<file path="config.mk">
export PLATFORM = sky130hd
export DESIGN_NAME = instruction_fetch
export DESIGN_NICKNAME = d
export VERILOG_FILES = /design/src/rtl/riscnet_fetch_pkg.sv /design/src/rtl/fetch_queue.sv /design/src/rtl/instruction_fetch.sv
export SDC_FILE = /design/constraint.sdc
export NUM_CORES = 1
export LEC_CHECK = 0
export BUFFER_PORTS_ARGS = -buffer_cell sky130_fd_sc_hd__buf_2
export CORE_ASPECT_RATIO = 0.6
export CORE_MARGIN = 1.5
export CORE_UTILIZATION = 25
export DETAILED_ROUTE_END_ITERATION = 10
export GPL_TIMING_DRIVEN = 0
export SKIP_LAST_GASP = 1
export SLEW_MARGIN = 10
export SYNTH_ARGS = -nofsm -noshare
export SYNTH_HDL_FRONTEND = slang
export SYNTH_HIERARCHICAL = 1
export SYNTH_SLANG_ARGS = --single-unit
</file>
<file path="constraint.sdc">
create_clock -name clk -period 3.6 [get_ports clk]
set_clock_uncertainty 0.05 [all_clocks]
set_input_delay 0.18 -clock clk [delete_from_list [all_inputs] [get_ports clk]]
set_output_delay 0.18 -clock clk [all_outputs]
set_load 0.03 [all_outputs]
</file>
<file path="src/rtl/riscnet_fetch_pkg.sv">
// Shared fetch-side constants and queue entry layout.
// Imported by the fetch queue and the fetch unit.
package riscnet_fetch_pkg;

  localparam int ADDR_W    = 16;
  localparam int DATA_W    = 32;
  localparam int MEM_WORDS = 2048;
  localparam logic [ADDR_W-1:0] RESET_PC = '0;

  typedef struct packed {
    logic [ADDR_W-1:0] pc;
    logic [DATA_W-1:0] data;
  } fetch_entry_t;

  function automatic logic [ADDR_W-1:0] pc_wrap(
    input logic [ADDR_W:0] v
  );
    int unsigned t;
    t = 32'(v) % MEM_WORDS;
    return t[ADDR_W-1:0];
  endfunction

endpackage

</file>
<file path="src/rtl/fetch_queue.sv">
// Small prefetch FIFO of {pc, data} entries.
// Flush and reset empty it; push and pop may coincide.
module fetch_queue
  import riscnet_fetch_pkg::*;
#(
  parameter  int DEPTH = 2,
  localparam int CW    = $clog2(DEPTH + 1),
  localparam int PW    = $clog2(DEPTH)
) (
  input  logic         i_clk,
  input  logic         i_rst,
  input  logic         i_flush,
  input  logic         i_push,
  input  logic         i_pop,
  input  fetch_entry_t i_din,
  output fetch_entry_t o_dout,
  output logic [CW-1:0] o_count
);

  logic [PW-1:0] r_wr_ptr;
  logic [PW-1:0] r_rd_ptr;
  logic [CW-1:0] r_count;
  fetch_entry_t  r_mem [DEPTH];

  logic w_do_pop;
  logic w_do_push;

  function automatic logic [PW-1:0] bump(
    input logic [PW-1:0] p
  );
    return (p == PW'(DEPTH - 1)) ? '0 : p + 1'b1;
  endfunction

  assign w_do_pop  = i_pop && (r_count != '0);
  assign w_do_push = i_push &&
    ((r_count != CW'(DEPTH)) || w_do_pop);

  // pointer and occupancy bookkeeping
  always_ff @(posedge i_clk) begin
    if (i_rst || i_flush) begin
      r_wr_ptr <= '0;
      r_rd_ptr <= '0;
      r_count  <= '0;
    end else begin
      if (w_do_push) r_wr_ptr <= bump(r_wr_ptr);
      if (w_do_pop)  r_rd_ptr <= bump(r_rd_ptr);
      unique case ({w_do_push, w_do_pop})
        2'b10:   r_count <= r_count + 1'b1;
        2'b01:   r_count <= r_count - 1'b1;
        default: r_count <= r_count;
      endcase
    end
  end

  // entry storage, written only on an accepted push
  always_ff @(posedge i_clk) begin
    if (!i_rst && !i_flush && w_do_push)
      r_mem[r_wr_ptr] <= i_din;
  end

  assign o_dout  = (r_count != '0) ? r_mem[r_rd_ptr] : '0;
  assign o_count = r_count;

endmodule

</file>
<file path="src/rtl/instruction_fetch.sv">
// Fetch PC, redirect/halt control and imem port.
// Fetched words are buffered in fetch_queue.
module instruction_fetch
  import riscnet_fetch_pkg::*;
#(
  parameter int DEPTH = 2
) (
  input  logic              clk,
  input  logic              rst,
  output logic              imem_rd,
  output logic              imem_wn,
  output logic [ADDR_W-1:0] imem_address,
  output logic [DATA_W-1:0] imem_write_data,
  input  logic [DATA_W-1:0] imem_read_data,
  input  logic              redirect_valid,
  input  logic [ADDR_W-1:0] redirect_pc,
  input  logic              halt,
  output logic              inst_valid,
  input  logic              inst_ready,
  output logic [DATA_W-1:0] inst_data,
  output logic [ADDR_W-1:0] inst_pc
);

  localparam int CW = $clog2(DEPTH + 1);

  logic [ADDR_W-1:0] r_fetch_pc;
  logic [CW-1:0]     w_count;
  logic              w_pop;
  logic              w_push;
  fetch_entry_t      w_din;
  fetch_entry_t      w_head;

  assign inst_valid = (w_count != '0);
  assign w_pop  = inst_valid && inst_ready;
  assign w_push = !rst && !redirect_valid && !halt &&
    ((w_count < CW'(DEPTH)) || w_pop);

  assign w_din.pc   = r_fetch_pc;
  assign w_din.data = imem_read_data;

  // fetch PC: reset > redirect > advance on push
  always_ff @(posedge clk) begin
    if (rst)
      r_fetch_pc <= RESET_PC;
    else if (redirect_valid)
      r_fetch_pc <= pc_wrap({1'b0, redirect_pc});
    else if (w_push)
      r_fetch_pc <= pc_wrap({1'b0, r_fetch_pc} + 1'b1);
  end

  fetch_queue #(
    .DEPTH(DEPTH)
  ) u_queue (
    .i_clk  (clk),
    .i_rst  (rst),
    .i_flush(redirect_valid),
    .i_push (w_push),
    .i_pop  (w_pop),
    .i_din  (w_din),
    .o_dout (w_head),
    .o_count(w_count)
  );

  assign inst_data = w_head.data;
  assign inst_pc   = w_head.pc;

  assign imem_rd         = 1'b1;
  assign imem_wn         = 1'b0;
  assign imem_address    = r_fetch_pc;
  assign imem_write_data = '0;

endmodule

</file>
==> summary.md, run 1 <==
| Metric | Value |
|---|---|
| Row count | 38 |
| Avg Cell Area, Syn | 13.7 um2 |
| Main synth FF type | edfxtp_1 |
| CTS Buffer Depth | 2 |
| Antenna Nets Post-Route | 0 |
| Complex-gate fraction of the synthesized area | 3.79% |
| Total Neg Setup Slack | 0 ns |
| Layout cells sized above 1 | 31.7% |
| Synth cell count leaders | 96 x edfxtp_1, 62 x nor2_1, 48 x mux2i_1 |
| I/O Buffers | 107 |
| Initial DRC count | 180 |
| Die area | 20,000 um2 |
| Final WL | 10,600 um |
| Max VDD drop | 0.000230 V |
| Slew @ Worst Pin | 1.20 ns |
| Mapped cell area | 4790 um2 |
| First-pass GRT wire length | 16,200 um |
| Cts bufs inserted | 9 |
| Sequential-to-total area share from yosys stat | 66.9% |
| Post-synth EDFFs | 96 |
| Critical path's slowest cell | and4b_4 |
| Most frequent cell after synthesis | edfxtp_1 |
| Yosys warnings | 6 |
| Syn Inst Count | 350 |
| DR pass1 iterations | 5 |
| CP Max Fanout | 49 |
| GP Congestion | 0.805 |
| Vias per cell | 4.08 |
| Hold Fails Final Rpt | 0 |
| Most area-hungry cell type in the Yosys netlist | edfxtp_1 |
| Main combinational cell family by area after synthesis | multiplexers |
| Post-Synth Simple-Gate Area | 9.73% |
| Top cell type's share of synthesized area | 60.2% |
| Post-cts sizing count | 0 |
| Worst-Skew Late Latency | 0.35 ns |
| Post-synthesis register bit count | 112 |
| Max-slew headroom | 19.6% |
| Startpoint types | flip-flop |
| Num Clock Sinks | 112 |
| # setup viols final | 0 |
| Max Slew Vio Count | 0 |
| Crit path largest cell delay | 1.03 ns |
| Initial antenna violation count | 0 |
| Avg WL per Cell | 13.4 um |
| Crit path cell chain | nor2b_4 > buf_2 > nor4_1 > and4b_4 |
| PD cells | 419 nW/um2 |
| Area Growth Syn to Fin | 34.3% |
| Total power | 2.69 mW |
| Largest net degree at the start of global routing | 50 |
| Status | finished, final reports clean |
| Starting density of the core | 26.0% |
| CTS tree | done |
| CP arrival | 3.06 ns |
| Drt drc | 0 |
| Xor/xnor share of the synthesized area | 1.10% |
| Final nets | 601 |
| Worst-path clk slew | 0.08 ns |
| Total grt overflow | 0 |
| Maximum clock rate | 318 MHz |
| Multiplexer share of the synthesized area | 10.0% |
| Worst setup path category | flip-flop to flip-flop |
| Netlist cell types | 39 |
| # IOs | 152 |
| Post-DP HPWL | 7380 um |
| Ant. Diodes | 0 |
| Total global routing track utilization | 10.5% |
| Adder-cell share of the synthesized area | 0.261% |
| Critical path endpoint category | flip-flop |
| Floorplan die height | 110 um |
| Via count of the first global-routing pass | 3,199 |
| Root Driver | clkbuf_16 |
| Final worst-path cycle share | 87.3% |
| RSZ-0062 raised after global routing | false |
| Vias | 3,228 |
| Required time worst endpoint | 3.52 ns |
| Depth of the CTS H-tree | 3 |
| Cell leakage power | 2.54 nW |
| Synth top area cells | edfxtp_1 60%, mux2i_1 10%, dfxtp_1 6.7%, buf_4 6.6%, nor2_1 4.9% |
| # Max-Cap Violations | 0 |
| FFs w/ async S/R, synth | 0% |
| Die width | 182 um |
| Hold crit path type | input pin to flip-flop |
| Minimum clock period | 3.14 ns |
| Total core area | 18,400 um2 |
==> layer usage <==
layer | track usage, % | wire length [um] | vias up
li1 | - | - | 1572
met1 | 13.2 | 4800 | 1561
met2 | 18.3 | 5150 | 88
met3 | 3.22 | 583 | 7
met4 | 1.73 | 52 | 0
met5 | 0 | 0 | -
==> where the power goes <==
| group | internal [mW] | leakage [nW] | switching, mW |
|---|---|---|---|
| combinational | 0.0991 | 1.39 | 0.151 |
| clock | 0.498 | 0.150 | 0.499 |
| sequential | 1.42 | 0.999 | 0.0185 |
| total | 2.02 | 2.54 | 0.669 |
==> final timing paths <==
path,start,cells past startpoint,to,slack (ns)
hold reg to reg,imem_address[10],0,u_queue/r_mem[1][42],0.48
setup reg to reg,u_queue/o_count[1],4,u_queue/r_mem[0][47],0.46
setup / recovery,u_queue/o_count[1],4,u_queue/r_mem[0][47],0.46
hold / removal,rst,2,u_queue/r_rd_ptr,0.03
==> repair_timing <==
action                     4_1_cts  5_1_grt
setup endpoints to repair        0        0
buffers inserted                 0        0
hold endpoints to repair        64        0
hold buffers                    32        0
==> flip-flops by register name (all words and copies together) (netlist names), named ones only <==
| name | count |
|---|---|
| u_queue/o_count | 2 |
| imem_address | 11 |
| u_queue/r_rd_ptr | 1 |
| u_queue/r_wr_ptr | 1 |
| u_queue/r_mem | 96 |
==> kinds of logic after synthesis <==
family | after synthesis
buffers and inverters | 58
XOR/XNOR | 6
multiplexers | 48
AO/OA/AOI/OAI | 26
AND/OR/NAND/NOR | 97
flip-flops | 112
other | 2
adder cells (fa/ha/maj) | 1
==> worst max-delay path: cells and delay by family (launching register included) <==
kind	cells	cell delay (ns)
AND/OR/NAND/NOR	3	2.13
buffers and inverters	1	0.18
flip-flops	1	0.39
==> final cells by class <==
class,count,area [um2]
Clock inverter,7,81.3
Buffer,53,364
Tap cell,240,300
Clock buffer,9,225
Multi-Input combinational cell,227,1380
Inverter,5,18.8
Fill cell,1811,12000
Timing Repair Buffer,139,856
Sequential cell,112,3200
==> metrics by stage <==
stage	cells	area, um2	utilization, %	worst slack, ns	hold slack [ns]
global route	792	6430	34.9	0.284	0.0378
floorplan	397	4960	-	1.04	0.207
CTS	792	6420	34.9	0.107	0.0124
detailed placement	744	5800	31.5	0.128	0.321
global placement	744	5800	31.5	0.373	0.317
finish	792	6430	34.9	0.457	0.0330
==> cell usage in the layout, fill, tap and decap left out, types with 2 or more instances in the layout <==
master and instances:
buf_2 113, edfxtp_1 96, nor2_1 62, conb_1 49, mux2i_1 48, buf_4 42
dlygate4sd3_1 32, dfxtp_1 16, clkbuf_16 9, a211oi_1 6, clkbuf_1 5, nand2_1 5
xnor2_1 5, nor4_1 4, nor3_1 4, and4_1 4, o21ai_0 4, inv_1 4
a21oi_1 4, nand3_1 3, o31a_1 3, and2_1 2, nand2b_1 2, a311oi_1 2
a21o_1 2, a31oi_1 2, or3_1 2, inv_8 2, inv_6 2, clkinv_8 2
nor2b_1 2
No activity file was read; power rests on OpenSTA's default activity.
==> run 2: changes to the inputs <==
--- a/config.mk
+++ b/config.mk
@@ -15,5 +15,4 @@
 export SLEW_MARGIN = 10
 export SYNTH_ARGS = -nofsm -noshare
 export SYNTH_HDL_FRONTEND = slang
-export SYNTH_HIERARCHICAL = 1
 export SYNTH_SLANG_ARGS = --single-unit
==> run 2 against run 1 <==
Net effect:
- critical path type is now flip-flop to output pin
- hold slack improved by 0.022 ns
- final cell count shrank 4.5%
- largest cell class unchanged
- synthesized cell count down 6.3%
- sequential power fell by 7%
- power is 4.0% lower
- clock power decreased by 4.6%
==> summary.md, run 2 <==
| Metric | Value |
|---|---|
| Worst-Skew Late Latency | 0.34 ns (about the same) |
| Worst-path clk slew | 0.08 ns (about the same) |
| Final WL | 10,300 um (-2.5%) |
| Post-synthesis register bit count | 102 (-8.9%) |
| Cts bufs inserted | 9 (unchanged) |
| FFs w/ async S/R, synth | 0% (unchanged) |
| CP Max Fanout | 10 (-80%) |
| Avg WL per Cell | 13.7 um (+2.2%) |
| Largest net degree at the start of global routing | 27 (-46%) |
| FF-to-FF Start | u_queue.o_count[1] |
| Vias | 3,004 (-6.9%) |
| Floorplan die height | 106 um (-3.4%) |
| Area Growth Syn to Fin | 36.5% |
| RSZ-0062 raised after global routing | false |
| Maximum clock rate | 407 MHz (+28%) |
| Placed cell areas | 5460 um2 (-5.8%) |
| Synth top area cells | edfxtp_1 58%, mux2i_1 9.7%, buf_4 7.4%, dfxtp_1 7.2%, nor2_1 4.9% |
| First-pass GRT wire length | 16,200 um (-0.26%) |
| Required time worst endpoint | 3.37 ns (-0.15 ns) |
| Final worst-path cycle share | 68.3% (-19 points) |
| GP Congestion | 0.769 (-4.6%) |
| Sequential-to-total area share from yosys stat | 65.2% (-1.8 points) |
| I/O Buffers | 101 (-5.6%) |
| Hold crit path type | input pin to flip-flop |
| # IOs | 152 (unchanged) |
| Total grt overflow | 0 (unchanged) |
| Yosys warnings | 0 (-6) |
| Mapped cell area | 4450 um2 (-6.9%) |
| Starting density of the core | 25.8% (-0.21 points) |
| Avg Cell Area, Syn | 13.6 um2 (-0.69%) |
| Initial antenna violation count | 0 (unchanged) |
| Main synth FF type | edfxtp_1 |
| Startpoint types | flip-flop |
| DR pass1 iterations | 4 (-1) |
| Syn Inst Count | 328 (-6.3%) |
| Hold Fails Final Rpt | 0 (unchanged) |
| Layout cells sized above 1 | 35.2% (+3.5 points) |
| PD cells | 425 nW/um2 (+1.5%) |
| Final nets | 572 (-4.8%) |
| Most area-hungry cell type in the Yosys netlist | edfxtp_1 |
| Max-slew headroom | 39.9% (+20 points) |
| Post-DP HPWL | 7420 um (+0.45%) |
| Via count of the first global-routing pass | 3,073 (-3.9%) |
| Register bank with the most flops | u_queue.r_mem |
| Top cell type's share of synthesized area | 58.0% (-2.3 points) |
| Status | finished, final reports clean |
| Netlist cell types | 37 (-5.1%) |
| Synth cell count leaders | 86 x edfxtp_1, 58 x nor2_1, 44 x buf_4 |
| Design area | 6080 um2 (-5.4%) |
| Worst setup startpoint | u_queue.o_count[1] |
| Initial DRC count | 103 (-43%) |
| CTS tree | done |
| Max FFs per register | 86 (-10%) |
| # Max-Cap Violations | 0 (unchanged) |
| Die width | 175 um (-3.5%) |
| Worst setup path category | flip-flop to output pin |
| Fin util | 35.2% (+0.29 points) |
| Num Clock Sinks | 102 (-8.9%) |
| Min-delay src | redirect_pc[2] |
| Slew @ Worst Pin | 0.899 ns (-0.297 ns) |
| Row count | 37 (-2.6%) |
| Post-cts sizing count | 0 (unchanged) |
| Max Slew Vio Count | 0 (unchanged) |
| Total core area | 17,300 um2 (-6.2%) |
| Die area | 18,700 um2 (-6.8%) |
| CP arrival | 2.23 ns (-0.83 ns) |
| Most common cell after layout, fill and taps aside | buf_2 |
| Minimum clock period | 2.46 ns (-0.685 ns) |
| Cell leakage power | 2.42 nW (-4.9%) |
| Post-synth EDFFs | 86 (-10%) |
| Most frequent cell after synthesis | edfxtp_1 |
| Critical path endpoint category | output pin |
| Layout fillers | 1,735 (-4.2%) |
| Root Driver | clkbuf_16 |
| Ant. Diodes | 0 (unchanged) |
| Depth of the CTS H-tree | 3 (unchanged) |
| Total global routing track utilization | 11.4% (+0.86 points) |
| Vias per cell | 3.97 (-2.5%) |
| Commonest cells after routing, fill and taps aside | 106 x buf_2, 86 x edfxtp_1, 57 x nor2_1 |
| # setup viols final | 0 (unchanged) |
| Antenna Nets Post-Route | 0 (unchanged) |
| CTS Buffer Depth | 2 (unchanged) |
| Max VDD drop | 0.000189 V (-18%) |
| Drt drc | 0 (unchanged) |
[run 2: cell types whose count changed after synthesis, sizes merged, moves of 3 or more]
cell     change
xnor2        +4
o31a         -3
mux2i        -5
and4         -3
a2111oi      +3
clkbuf       +3
nor2         -3
edfxtp      -10
[run 2: where the power goes]
group / internal (mW) / switching, mW / total (mW)
clock: 0.519 / 0.433 / 0.952
combinational: 0.115 / 0.181 / 0.296
sequential: 1.31 / 0.0244 / 1.34
total: 1.94 / 0.638 / 2.58
[run 2: cells by family (layout without fill, tap and decap cells)]
family | count (synthesis) | after routing | share of synthesized area (%)
buffers and inverters | 63 | 215 | 9.33
other | 2 | 44 | 0.169
multiplexers | 43 | 43 | 9.66
adder cells (fa/ha/maj) | 2 | 2 | 0.562
XOR/XNOR | 10 | 10 | 1.97
flip-flops | 102 | 102 | 65.2
AND/OR/NAND/NOR | 86 | 86 | 9.55
AO/OA/AOI/OAI | 20 | 20 | 3.60
[run 2: worst paths after layout]
kind / endpoint / slack, ns / depth (start not counted)
max reg2reg: u_queue.o_count[1] / 1.33 / 6
min: imem_address[2] / 0.06 / 3
max: inst_data[12] / 1.14 / 4
min reg2reg: flip-flop / 0.48 / 2
[run 2: worst max-delay path, stage by stage (launching register included)]
cell,delay [ns]
dfxtp_1,0.34
nor2_1,0.70
clkbuf_1,0.49
nor2_1,0.14
buf_2,0.21
[run 2: timing repair]
action / in CTS / in global routing
setup buffers: 0 / 0
setup endpoints to repair: 0 / 0
hold buffers: 33 / 0
hold endpoints to repair: 65 / 0
[run 2: final cells by class]
cell class                      instances  area, um2  share of cell area [%]
Sequential cell                       102       2900                    47.7
Tap cell                              234        293                    4.81
Clock inverter                          5       37.5                   0.617
Multi-Input combinational cell        205       1300                    21.4
Clock buffer                           11        254                    4.18
Buffer                                 58        397                    6.52
Inverter                                5       18.8                   0.309
Timing Repair Buffer                  136        876                    14.4
[run 2: layer usage]
| layer | routed length [um] | GRT usage (%) | up-vias |
|---|---|---|---|
| met5 | 0 | 0 | - |
| met4 | 89 | 2.56 | 0 |
| met3 | 585 | 3.33 | 9 |
| met2 | 4780 | 18.5 | 88 |
| met1 | 4870 | 15.0 | 1446 |
| li1 | - | - | 1461 |
[run 2: stage by stage]
| stage | setup WS [ns] | hold slack, ns | instances | total power, mW | setup TNS, ns |
|---|---|---|---|---|---|
| after detailed placement | 1.25 | 0.322 | 707 | 1.63 | 0 |
| after floorplan | 0.448 | 0.199 | 370 | 1.55 | 0 |
| after CTS | 1.04 | 0.0365 | 756 | 2.63 | 0 |
| final | 1.14 | 0.0553 | 756 | 2.58 | 0 |
| after global routing | 0.885 | 0.0538 | 756 | 2.69 | 0 |
| after global placement | -0.933 | 0.320 | 705 | 1.62 | -39.85 |
